`src/rtl/sound_pkg.sv`:
```
// ----------------------------------------------------------------------------
// sound_pkg
// Shared definitions for the sound block: register offsets of a channel's
// NRx0..NRx4 bank relative to its base address, the wave-channel volume
// codes, and the default register / wave RAM base addresses.
// ----------------------------------------------------------------------------
package sound_pkg;

  localparam logic [15:0] DEFAULT_REG_BASE  = 16'hFF1A;
  localparam logic [15:0] DEFAULT_WAVE_BASE = 16'hFF30;

  // Offsets of NRx0..NRx4 from the channel's register base.
  localparam logic [2:0] NRX0 = 3'd0;
  localparam logic [2:0] NRX1 = 3'd1;
  localparam logic [2:0] NRX2 = 3'd2;
  localparam logic [2:0] NRX3 = 3'd3;
  localparam logic [2:0] NRX4 = 3'd4;

  // Wave channel output level (NRx2 bits 6:5).
  typedef enum logic [1:0] {
    VOL_MUTE    = 2'd0,
    VOL_FULL    = 2'd1,
    VOL_HALF    = 2'd2,
    VOL_QUARTER = 2'd3
  } vol_e;

endpackage

```
`src/rtl/wave_ram.sv`:
```
// ----------------------------------------------------------------------------
// wave_ram
// Wavetable storage for one wave channel, organised as WAVE_DEPTH/SPB bytes
// (SPB = 8/SAMPLE_W samples per byte, most-significant sample first).
//
// Ports:
//   clk     - system clock
//   we      - CPU byte write enable (one write per clk)
//   addr    - CPU byte address
//   wdata   - CPU write data
//   rdata   - CPU read data (combinational)
//   sidx    - sample index for the playback read port
//   sample  - sample at sidx (combinational)
// ----------------------------------------------------------------------------
module wave_ram #(
  parameter int SAMPLE_W   = 4,
  parameter int WAVE_DEPTH = 32,
  localparam int SPB       = 8 / SAMPLE_W,
  localparam int NBYTES    = WAVE_DEPTH / SPB,
  localparam int BA_W      = (NBYTES > 1) ? $clog2(NBYTES) : 1,
  localparam int POS_W     = $clog2(WAVE_DEPTH)
) (
  input  logic                clk,
  input  logic                we,
  input  logic [BA_W-1:0]     addr,
  input  logic [7:0]          wdata,
  output logic [7:0]          rdata,
  input  logic [POS_W-1:0]    sidx,
  output logic [SAMPLE_W-1:0] sample
);

  logic [7:0] mem [NBYTES];
  logic [7:0] sbyte;
  int         sub;

  // NOTE: the array has no reset branch on purpose; wave contents survive a
  // channel reset, and leaving it out keeps this mappable onto a RAM macro.
  always_ff @(posedge clk) begin
    if (we) begin
      mem[addr] <= wdata;
    end
  end

  assign rdata = mem[addr];

  // NOTE: every variable written here gets a value before any branch so the
  // block stays purely combinational (no inferred latch).
  always_comb begin
    sbyte  = mem[BA_W'(int'(sidx) / SPB)];
    sub    = int'(sidx) % SPB;
    // Sample 0 of a byte lives in its top bits.
    sample = SAMPLE_W'(sbyte >> ((SPB - 1 - sub) * SAMPLE_W));
  end

endmodule

```
`src/rtl/wave_channel.sv`:
```
// ----------------------------------------------------------------------------
// wave_channel
// Parametrised wavetable sound channel: NRx0..NRx4 register bank, frequency
// timer, length counter, volume shifter and its own wave RAM.
//
// Optional feature macro: WAVE_CHANNEL_RAM_LOCK_EN
//   defined   - while the channel is on, CPU wave RAM reads/writes are
//               redirected to the byte currently being played.
//   undefined - CPU wave RAM access always goes to the addressed byte.
//
// Ports:
//   clk, rst   - clock, synchronous active-high reset
//   tick       - frequency timer enable strobe
//   len_tick   - length counter strobe
//   master_en  - global sound enable; when low the channel bank is cleared
//   a, din     - CPU address / write data
//   dout       - CPU read data (combinational, 0 when idle or undecoded)
//   rd, wr     - CPU read / write strobes
//   out        - registered channel sample
//   on         - channel active flag
// ----------------------------------------------------------------------------
module wave_channel
  import sound_pkg::*;
#(
  parameter int          SAMPLE_W   = 4,
  parameter int          WAVE_DEPTH = 32,
  parameter int          FREQ_W     = 11,
  parameter int          LEN_W      = 8,
  parameter logic [15:0] REG_BASE   = DEFAULT_REG_BASE,
  parameter logic [15:0] WAVE_BASE  = DEFAULT_WAVE_BASE
) (
  input  logic                clk,
  input  logic                rst,
  input  logic                tick,
  input  logic                len_tick,
  input  logic                master_en,
  input  logic [15:0]         a,
  input  logic [7:0]          din,
  output logic [7:0]          dout,
  input  logic                rd,
  input  logic                wr,
  output logic [SAMPLE_W-1:0] out,
  output logic                on
);

  localparam int SPB    = 8 / SAMPLE_W;
  localparam int NBYTES = WAVE_DEPTH / SPB;
  localparam int BA_W   = (NBYTES > 1) ? $clog2(NBYTES) : 1;
  localparam int POS_W  = $clog2(WAVE_DEPTH);
  localparam int FH_W   = FREQ_W - 8;
  localparam logic [LEN_W:0] LEN_FULL = {1'b1, {LEN_W{1'b0}}};

  // Channel state
  logic                dac, dac_nx;
  vol_e                vol, vol_nx;
  logic [FREQ_W-1:0]   freq, freq_nx;
  logic                len_en, len_en_nx;
  logic [LEN_W:0]      len_cnt;
  logic [FREQ_W-1:0]   cnt;
  logic [POS_W-1:0]    pos, pos_inc;
  logic [SAMPLE_W-1:0] sample_buf, ram_sample;

  // Address decode
  logic [15:0] reg_off, wave_off;
  logic [2:0]  reg_sel;
  logic        reg_hit, wave_hit, reg_wr, trigger, len_step;

  assign reg_off  = a - REG_BASE;
  assign wave_off = a - WAVE_BASE;
  assign reg_hit  = (reg_off < 16'd5);
  assign wave_hit = (wave_off < 16'(NBYTES));
  assign reg_sel  = reg_off[2:0];
  assign reg_wr   = wr & master_en & reg_hit;
  assign trigger  = reg_wr & (reg_sel == NRX4) & din[7];
  assign len_step = len_tick & len_en & (len_cnt != '0);
  assign pos_inc  = pos + 1'b1;

  // Wave RAM CPU port
  logic [BA_W-1:0] ram_addr;
  logic [7:0]      ram_rdata;

`ifdef WAVE_CHANNEL_RAM_LOCK_EN
  // While playing, the CPU only ever sees the byte the channel is reading.
  assign ram_addr = on ? BA_W'(int'(pos) / SPB) : wave_off[BA_W-1:0];
`else
  assign ram_addr = wave_off[BA_W-1:0];
`endif

  wave_ram #(
    .SAMPLE_W   (SAMPLE_W),
    .WAVE_DEPTH (WAVE_DEPTH)
  ) u_ram (
    .clk    (clk),
    .we     (wr & wave_hit),
    .addr   (ram_addr),
    .wdata  (din),
    .rdata  (ram_rdata),
    .sidx   (pos_inc),
    .sample (ram_sample)
  );

  // Register bank next values; master_en low holds the bank cleared.
  always_comb begin
    dac_nx    = dac;
    vol_nx    = vol;
    freq_nx   = freq;
    len_en_nx = len_en;
    if (!master_en) begin
      dac_nx    = 1'b0;
      vol_nx    = VOL_MUTE;
      freq_nx   = '0;
      len_en_nx = 1'b0;
    end else if (reg_wr) begin
      case (reg_sel)
        NRX0: dac_nx = din[7];
        NRX2: vol_nx = vol_e'(din[6:5]);
        NRX3: freq_nx[7:0] = din;
        NRX4: begin
          len_en_nx           = din[6];
          freq_nx[FREQ_W-1:8] = din[FH_W-1:0];
        end
        default: ;
      endcase
    end
  end

  // NOTE: all state below is updated with non-blocking assignments so every
  // branch sees the pre-edge values regardless of statement order.
  always_ff @(posedge clk) begin
    if (rst) begin
      dac        <= 1'b0;
      vol        <= VOL_MUTE;
      freq       <= '0;
      len_en     <= 1'b0;
      len_cnt    <= '0;
      cnt        <= '0;
      pos        <= '0;
      sample_buf <= '0;
      out        <= '0;
      on         <= 1'b0;
    end else begin
      dac    <= dac_nx;
      vol    <= vol_nx;
      freq   <= freq_nx;
      len_en <= len_en_nx;

      // Length counter; a trigger swallows a coincident len_tick.
      if (!master_en) begin
        len_cnt <= '0;
      end else if (reg_wr && (reg_sel == NRX1)) begin
        len_cnt <= LEN_FULL - (LEN_W + 1)'(din[LEN_W-1:0]);
      end else if (trigger) begin
        if (len_cnt == '0) len_cnt <= LEN_FULL;
      end else if (len_step) begin
        len_cnt <= len_cnt - 1'b1;
      end

      // Channel enable; turning the DAC off wins over everything else.
      if (!master_en || !dac_nx) begin
        on <= 1'b0;
      end else if (trigger) begin
        on <= 1'b1;
      end else if (len_step && (len_cnt == (LEN_W + 1)'(1))) begin
        on <= 1'b0;
      end

      // Frequency timer. Reload value ~freq equals 2^FREQ_W - freq - 1,
      // giving a period of 2^FREQ_W - freq ticks.
      if (trigger) begin
        cnt        <= ~freq_nx;
        pos        <= '0;
        sample_buf <= '0;
      end else if (tick && on) begin
        if (cnt == '0) begin
          cnt        <= ~freq;
          pos        <= pos_inc;
          sample_buf <= ram_sample;
        end else begin
          cnt <= cnt - 1'b1;
        end
      end

      // Volume shifter
      if (on && dac) begin
        case (vol)
          VOL_MUTE:    out <= '0;
          VOL_FULL:    out <= sample_buf;
          VOL_HALF:    out <= sample_buf >> 1;
          VOL_QUARTER: out <= sample_buf >> 2;
          default:     out <= '0;
        endcase
      end else begin
        out <= '0;
      end
    end
  end

  // CPU readback with the unreadable bits forced high.
  always_comb begin
    dout = 8'h00;
    if (rd) begin
      if (reg_hit) begin
        case (reg_sel)
          NRX0:    dout = {dac, 7'h7F};
          NRX1:    dout = 8'hFF;
          NRX2:    dout = {1'b1, vol, 5'h1F};
          NRX3:    dout = 8'hFF;
          NRX4:    dout = {1'b1, len_en, 6'h3F};
          default: dout = 8'h00;
        endcase
      end else if (wave_hit) begin
        dout = ram_rdata;
      end
    end
  end

endmodule

```
`config.mk`:
```
export PLATFORM = sky130hd
export DESIGN_NAME = wave_channel
export DESIGN_NICKNAME = d
export VERILOG_FILES = /design/src/rtl/sound_pkg.sv /design/src/rtl/wave_ram.sv /design/src/rtl/wave_channel.sv
export SDC_FILE = /design/constraint.sdc
export NUM_CORES = 1
export LEC_CHECK = 0
export CAP_MARGIN = 20
export CORE_MARGIN = 4
export CORE_UTILIZATION = 58
export DETAILED_ROUTE_END_ITERATION = 12
export GPL_TIMING_DRIVEN = 0
export MAX_ROUTING_LAYER = met4
export PLACE_DENSITY = 0.77
export SLEW_MARGIN = 20
export SYNTH_ARGS = -nofsm -noshare
export SYNTH_HDL_FRONTEND = slang
export SYNTH_SLANG_ARGS = --single-unit
```
`constraint.sdc`:
```
create_clock -name clk -period 6.7 [get_ports clk]
set_clock_uncertainty 0.05 [all_clocks]
set_input_delay 1.005 -clock clk [delete_from_list [all_inputs] [get_ports clk]]
set_output_delay 1.005 -clock clk [all_outputs]
set_load 0.01 [all_outputs]
```
# == Yosys cells after proc, flatten, opt, wreduce, memory -nomap -nowiden ==
# Memories as Yosys holds them, arrays and structs flattened.
# Index checks and enable logic that the tools add are counted.
# word_totals
wordCells,88
output_inout_bits,13
reg_bits,49
memories,1
ram_bits,128
in_bits,31
# mem_list
name,depth,word_bits,read_ports,rd_ports_with_merged_regs,wr,line,text
u_ram.mem,16,8,2,0,1,wave_ram.sv:32,logic [7:0] mem [NBYTES];
# op_classes
n_addsub,7
magnitude_cmp,2
eq_ne,9
mux,23
bitwise,11
shift,1
reduce_logical,24
# op_table
operator,n
two-way mux 11 bit,5
two-way mux 9 bit,4
two-way mux 8 bit,4
one-hot mux 8 bit (4 select lines),1
right shift 8 x 32 -> 4 bit,1
subtractor 16 bit (second input constant),2
inverter 11 bit,2
< comparator 16 x 3 -> 1 bit (second input constant),1
< comparator 16 x 5 -> 1 bit (second input constant),1
one-hot mux 4 bit (4 select lines),1
zero test 11 bit,1
subtractor 11 x 1 -> 11 bit (second input constant),1
OR reduction 2 bit,5
equality test 9 x 1 -> 1 bit (second input constant),1
zero test 9 bit,1
nonzero test 9 bit,1
subtractor 9 x 1 -> 9 bit (second input constant),1
subtractor 9 x 8 -> 9 bit (first input constant),1
AND reduction 2 bit,4
bitwise AND 1 bit,7
two-way mux 1 bit,7
equality test 3 x 2 -> 1 bit (second input constant),2
adder 5 x 1 -> 5 bit (second input constant),1
equality test 2 bit (second input constant),2
14 further kinds,20

# == Depth between registers and ports, before layout ==
# depth
depth_word,8
ltp_mapped,14
depth_no_buf,9

# == By module ==
# Synthesis repeated with hierarchy kept, for this count alone.
# hier_totals
cells_unflattened,686
area_unflattened_um2,9220.1
# modules_own_cells
mod,area_per_inst_um2,n_inst,cells_each
wave_ram,5901.9,1,255
wave_channel,3318.2,1,431

# == Worst setup path after synthesis ==
# Ideal clock, no wire load.
# synth_path
kind,in2out
startpoint,in a[1]
endpoint,out dout[7]
cell_stages,13
t_arrival_ns,3.629
slack_ns,2.016
cell_sequence,clkbuf_1 clkbuf_1 inv_1 ha_1 buf_2 inv_1 a2111oi_0 and2b_1 nand4b_4 clkbuf_1 a31oi_1 a21oi_1 nor2b_1
# synth_between
elab_chain_cells,6
word_cells_on_any_way,15
cone_classes,add/sub: 2; order compare: 2; eq/ne: 4; mux: 4; reduce/logical: 2; memory: 1
# synth_rtl
element,line,text
from (decl),wave_channel.sv:37,"input logic [15:0] a,"
"parallel branches: the longest is 4 deep, another holds subtractor 16 bit",--,
two-way mux 8 bit *,wave_channel.sv:202,if (reg_hit) begin
two-way mux 8 bit *,wave_channel.sv:201,if (rd) begin
to (decl),wave_channel.sv:39,"output logic [7:0] dout,"
# Every way passes the cells marked *.

# == Worst setup path after layout ==
# layout_path
startpoint,in a[1]
endpoint,out dout[5]
# Same word-level chain as after synthesis.

==> run_results.csv <==
group,metric,value,unit
synth,synth_seq_cells,177,
clock_tree,numCtsBuffers,17,
detailed_routing,viasPerCell,6.72,
synth,synth_edf_count,128,
detailed_routing,drt-initial-drc-count,884,
power,comb_power_share,5.3,%
clock_tree,root_buffer,"clkbuf_16",
timing,max-slew-margin-rel,21.2,%
timing,worst_pin_slew,1180,ps
timing,maxSlewViolCount,0,
die,die_y,134,um
synth,synth_fp_nets,741,
die,start_util,59.6,%
cells_and_area,drive_gt1_share,19.2,%
die,io_pins,44,
critical_path,regToRegEndpoint,"sample_buf[0]$_SDFFE_PP0P_",
critical_path,critPathSlowestCell,"clkdlybuf4s50_1",
critical_path,path_max_fanout,10,
placed_design,gp_congestion,0.933,
critical_path,end_kind,"output port",
synth,synthCells,704,
clock_tree,clk_path_buf_depth,2,
power,vdd_drop_max,0.184,mV
cells_and_area,final_cell_mix,"128 x edfxtp_1, 58 x mux2i_1, 56 x mux4_2, 51 x nor2_1, 49 x dfxtp_1",
detailed_routing,dr.pass1.iters,5,
synth,yosys_warnings,0,
cells_and_area,seq_area,4820,um^2
clock_tree,cts_resized,1,
critical_path,regToRegSetupSlack,3270,ps
synth,yosysSeqAreaShare,52.6,%
detailed_routing,wl_per_cell,25.8,um
clock_tree,holdBufCountCts,0,
power,pwr-share-seq,49.1,%
synth,synth_flop_cell,"edfxtp_1",
critical_path,start_kind,"input port",
clock_tree,cts_setup_buffers,0,
critical_path,cpPeakStageDelay,620,ps
power,switching_power,0.524,mW
global_route,grt_pass1_wl,39000,um
clock_tree,cts_tree,"built",
die,die_x,134,um
timing,setup_ws,281,ps
critical_path,cp.arrival,5360,ps
timing,period_share,95.8,%
placed_design,dp_hpwl,17200,um
global_route,antenna_found_initial,0,
clock_tree,htreeDepth,4,
die,die_area,17900,um^2
worst_hold_path,min-delay-start,"freq[5]$_SDFF_PP0_",
cells_and_area,num_antenna_cells,0,
power,total_power,2.39,mW
critical_path,r2r_cells,10,
critical_path,crit_type,"input port to output port",
timing,hold_violations,0,
placed_design,pre_cts_slack,-62.4,ps
cells_and_area,final_area,10600,um^2
detailed_routing,ant_nets,0,
power,internal-power,1.86,mW
job,cap_violations,0,
status,run_status,"completed",
detailed_routing,route.met2.wl,12500,um
synth,yosysUniqueCellTypes,64,
detailed_routing,routed_wl,25600,um
timing,finalSetupTns,0,ps
die,core-area,15400,um^2
die,rows,45,
placed_design,dpl_cell_area,9920,um^2
timing,finalSetupViolations,0,
timing,min_period,6420,ps
critical_path,crit_required,5640,ps
synth,async_flop_share,0,%
clock_tree,cts.sinks,177,
power,p_leak,3.64,nW
global_route,grt_overflow_total,0,
timing,max_freq,156,MHz
worst_hold_path,min_to,"cnt[5]$_SDFFE_PP0P_",
cells_and_area,n_fill_cell,1066,
power,clkPwrFrac,45.6,%
critical_path,crit-reg2reg-launch,"pos[0]$_SDFFE_PP0P_",
power,p_sw_share,22.0,%
clock_tree,insertion_delay,430,ps
worst_hold_path,hold_path_depth,1,
detailed_routing,dr.max_layer_used,"met4",
power,power_density,225,nW/um^2
cells_and_area,multi_input_area,4150,um^2
synth,synth.avg_cell_area,13.0,um^2
cells_and_area,layout.nets,805,
detailed_routing,met1_length,9900,um
cells_and_area,synthToLayoutAreaGrowth,15.4,%
global_route,grt_max_degree,24,
global_route,grt_pass1_vias,6641,
detailed_routing,post-route-drc-count,0,
timing,rsz0062_at_grt,"false",
worst_hold_path,hp-class,"flip-flop to flip-flop",
placed_design,io_buffers,40,
global_route,grt_util_all_layers,30.3,%
synth,synth_area,9170,um^2
critical_path,path_cells,"clkdlybuf4s50_1, clkbuf_2, clkbuf_2, inv_1, ha_1, buf_2, inv_1, a2111oi_0, and2b_1, nand4b_4, clkbuf_1, a21oi_1, a21oi_1, nor2b_1, clkdlybuf4s50_1",
clock_tree,clkSlewWorstSetupHoldPaths,70,ps
cells_and_area,layout_commonest_cell,"edfxtp_1",
detailed_routing,num_vias,6669,
detailed_routing,dr_wl_met3,2430,um
## metrics by stage
stage	utilization (%)	hold slack [ps]	cells
6_report	68.8	439	992
3_5_place_dp	64.6	424	960
2_1_floorplan	-	383	704
3_3_place_gp	64.0	415	955
5_1_grt	68.8	458	992
4_1_cts	68.8	433	992
## critical path: cells and delay by family
family | cells | cell delay, ps
fa+ha+maj | 1 | 290
simple gates | 3 | 590
buf+inv | 8 | 2660
compound gates | 3 | 820
## sequential cells by signal, indices dropped and copies added, names as in the netlist
name,count
cnt,11
dac,1
freq,11
len_cnt,9
len_en,1
on,1
out,4
pos,5
sample_buf,4
u_ram.mem,128
vol,2
## synth_stat cells (8+ instances only)
cell	n	area [um^2]
mux4_2	56	1260
nor2_1	57	214
nand3_1	8	40.0
mux2i_1	58	581
clkbuf_1	21	78.8
a311oi_1	10	87.6
inv_1	12	45.0
edfxtp_1	128	3840
a211oi_1	19	143
a21oi_1	34	170
nor3_1	24	120
o21ai_0	8	40.0
buf_2	12	60.1
a22oi_1	15	113
nand2_1	44	165
xor2_1	9	78.8
dfxtp_1	49	981
xnor2_1	10	87.6
## layer usage
layer	vias to the layer above	global-route usage, %
li1	2913	-
met1	3332	37.8
met2	359	48.0
met3	65	8.84
met4	0	10.4
met5	-	-
## cell type report
cell class | instances | share of cell area (%)
plain buffers | 43 | 1.89
clock buffers | 17 | 4.02
clock inverters | 15 | 2.07
well taps | 211 | 2.49
repair buffers | 45 | 4.28
multi-input cells | 471 | 39.2
flip-flops and latches | 177 | 45.6
inverters | 13 | 0.461
## power by group through the flow
| stage | clock, mW | sequential, mW | combinational [mW] |
|---|---|---|---|
| 3_3_place_gp | 0 | 1.20 | 0.119 |
| 4_1_cts | 1.09 | 1.17 | 0.124 |
| 2_1_floorplan | 0 | 1.20 | 0.0655 |
| 3_5_place_dp | 0 | 1.20 | 0.123 |
| 5_1_grt | 1.14 | 1.17 | 0.134 |
| 6_report | 1.09 | 1.17 | 0.126 |
## worst max-delay path by stage
stage / startpoint / endpoint / slack (ps) / cells past startpoint
5_1_grt: a[1] / dout[7] / 100 / 15
4_1_cts: a[1] / dout[7] / 120 / 15
6_report: a[1] / dout[5] / 280 / 15
2_1_floorplan: a[1] / dout[7] / 2020 / 13
3_5_place_dp: a[1] / dout[7] / -60 / 15
3_3_place_gp: a[1] / dout[7] / -8 / 15
## kinds of logic (layout without fill, tap and decap cells)
group | Yosys count | after routing | share of synthesized area (%)
and+or+nand+nor | 206 | 206 | 12.1
DFF | 177 | 177 | 52.6
muxes | 121 | 121 | 20.9
AOI/OAI and AO/OA | 119 | 119 | 8.98
buffers and inverters | 56 | 133 | 2.66
xor gates and xnor gates | 19 | 19 | 1.82
adders and majority gates | 6 | 6 | 0.819
(Power assumes the default switching activity.)
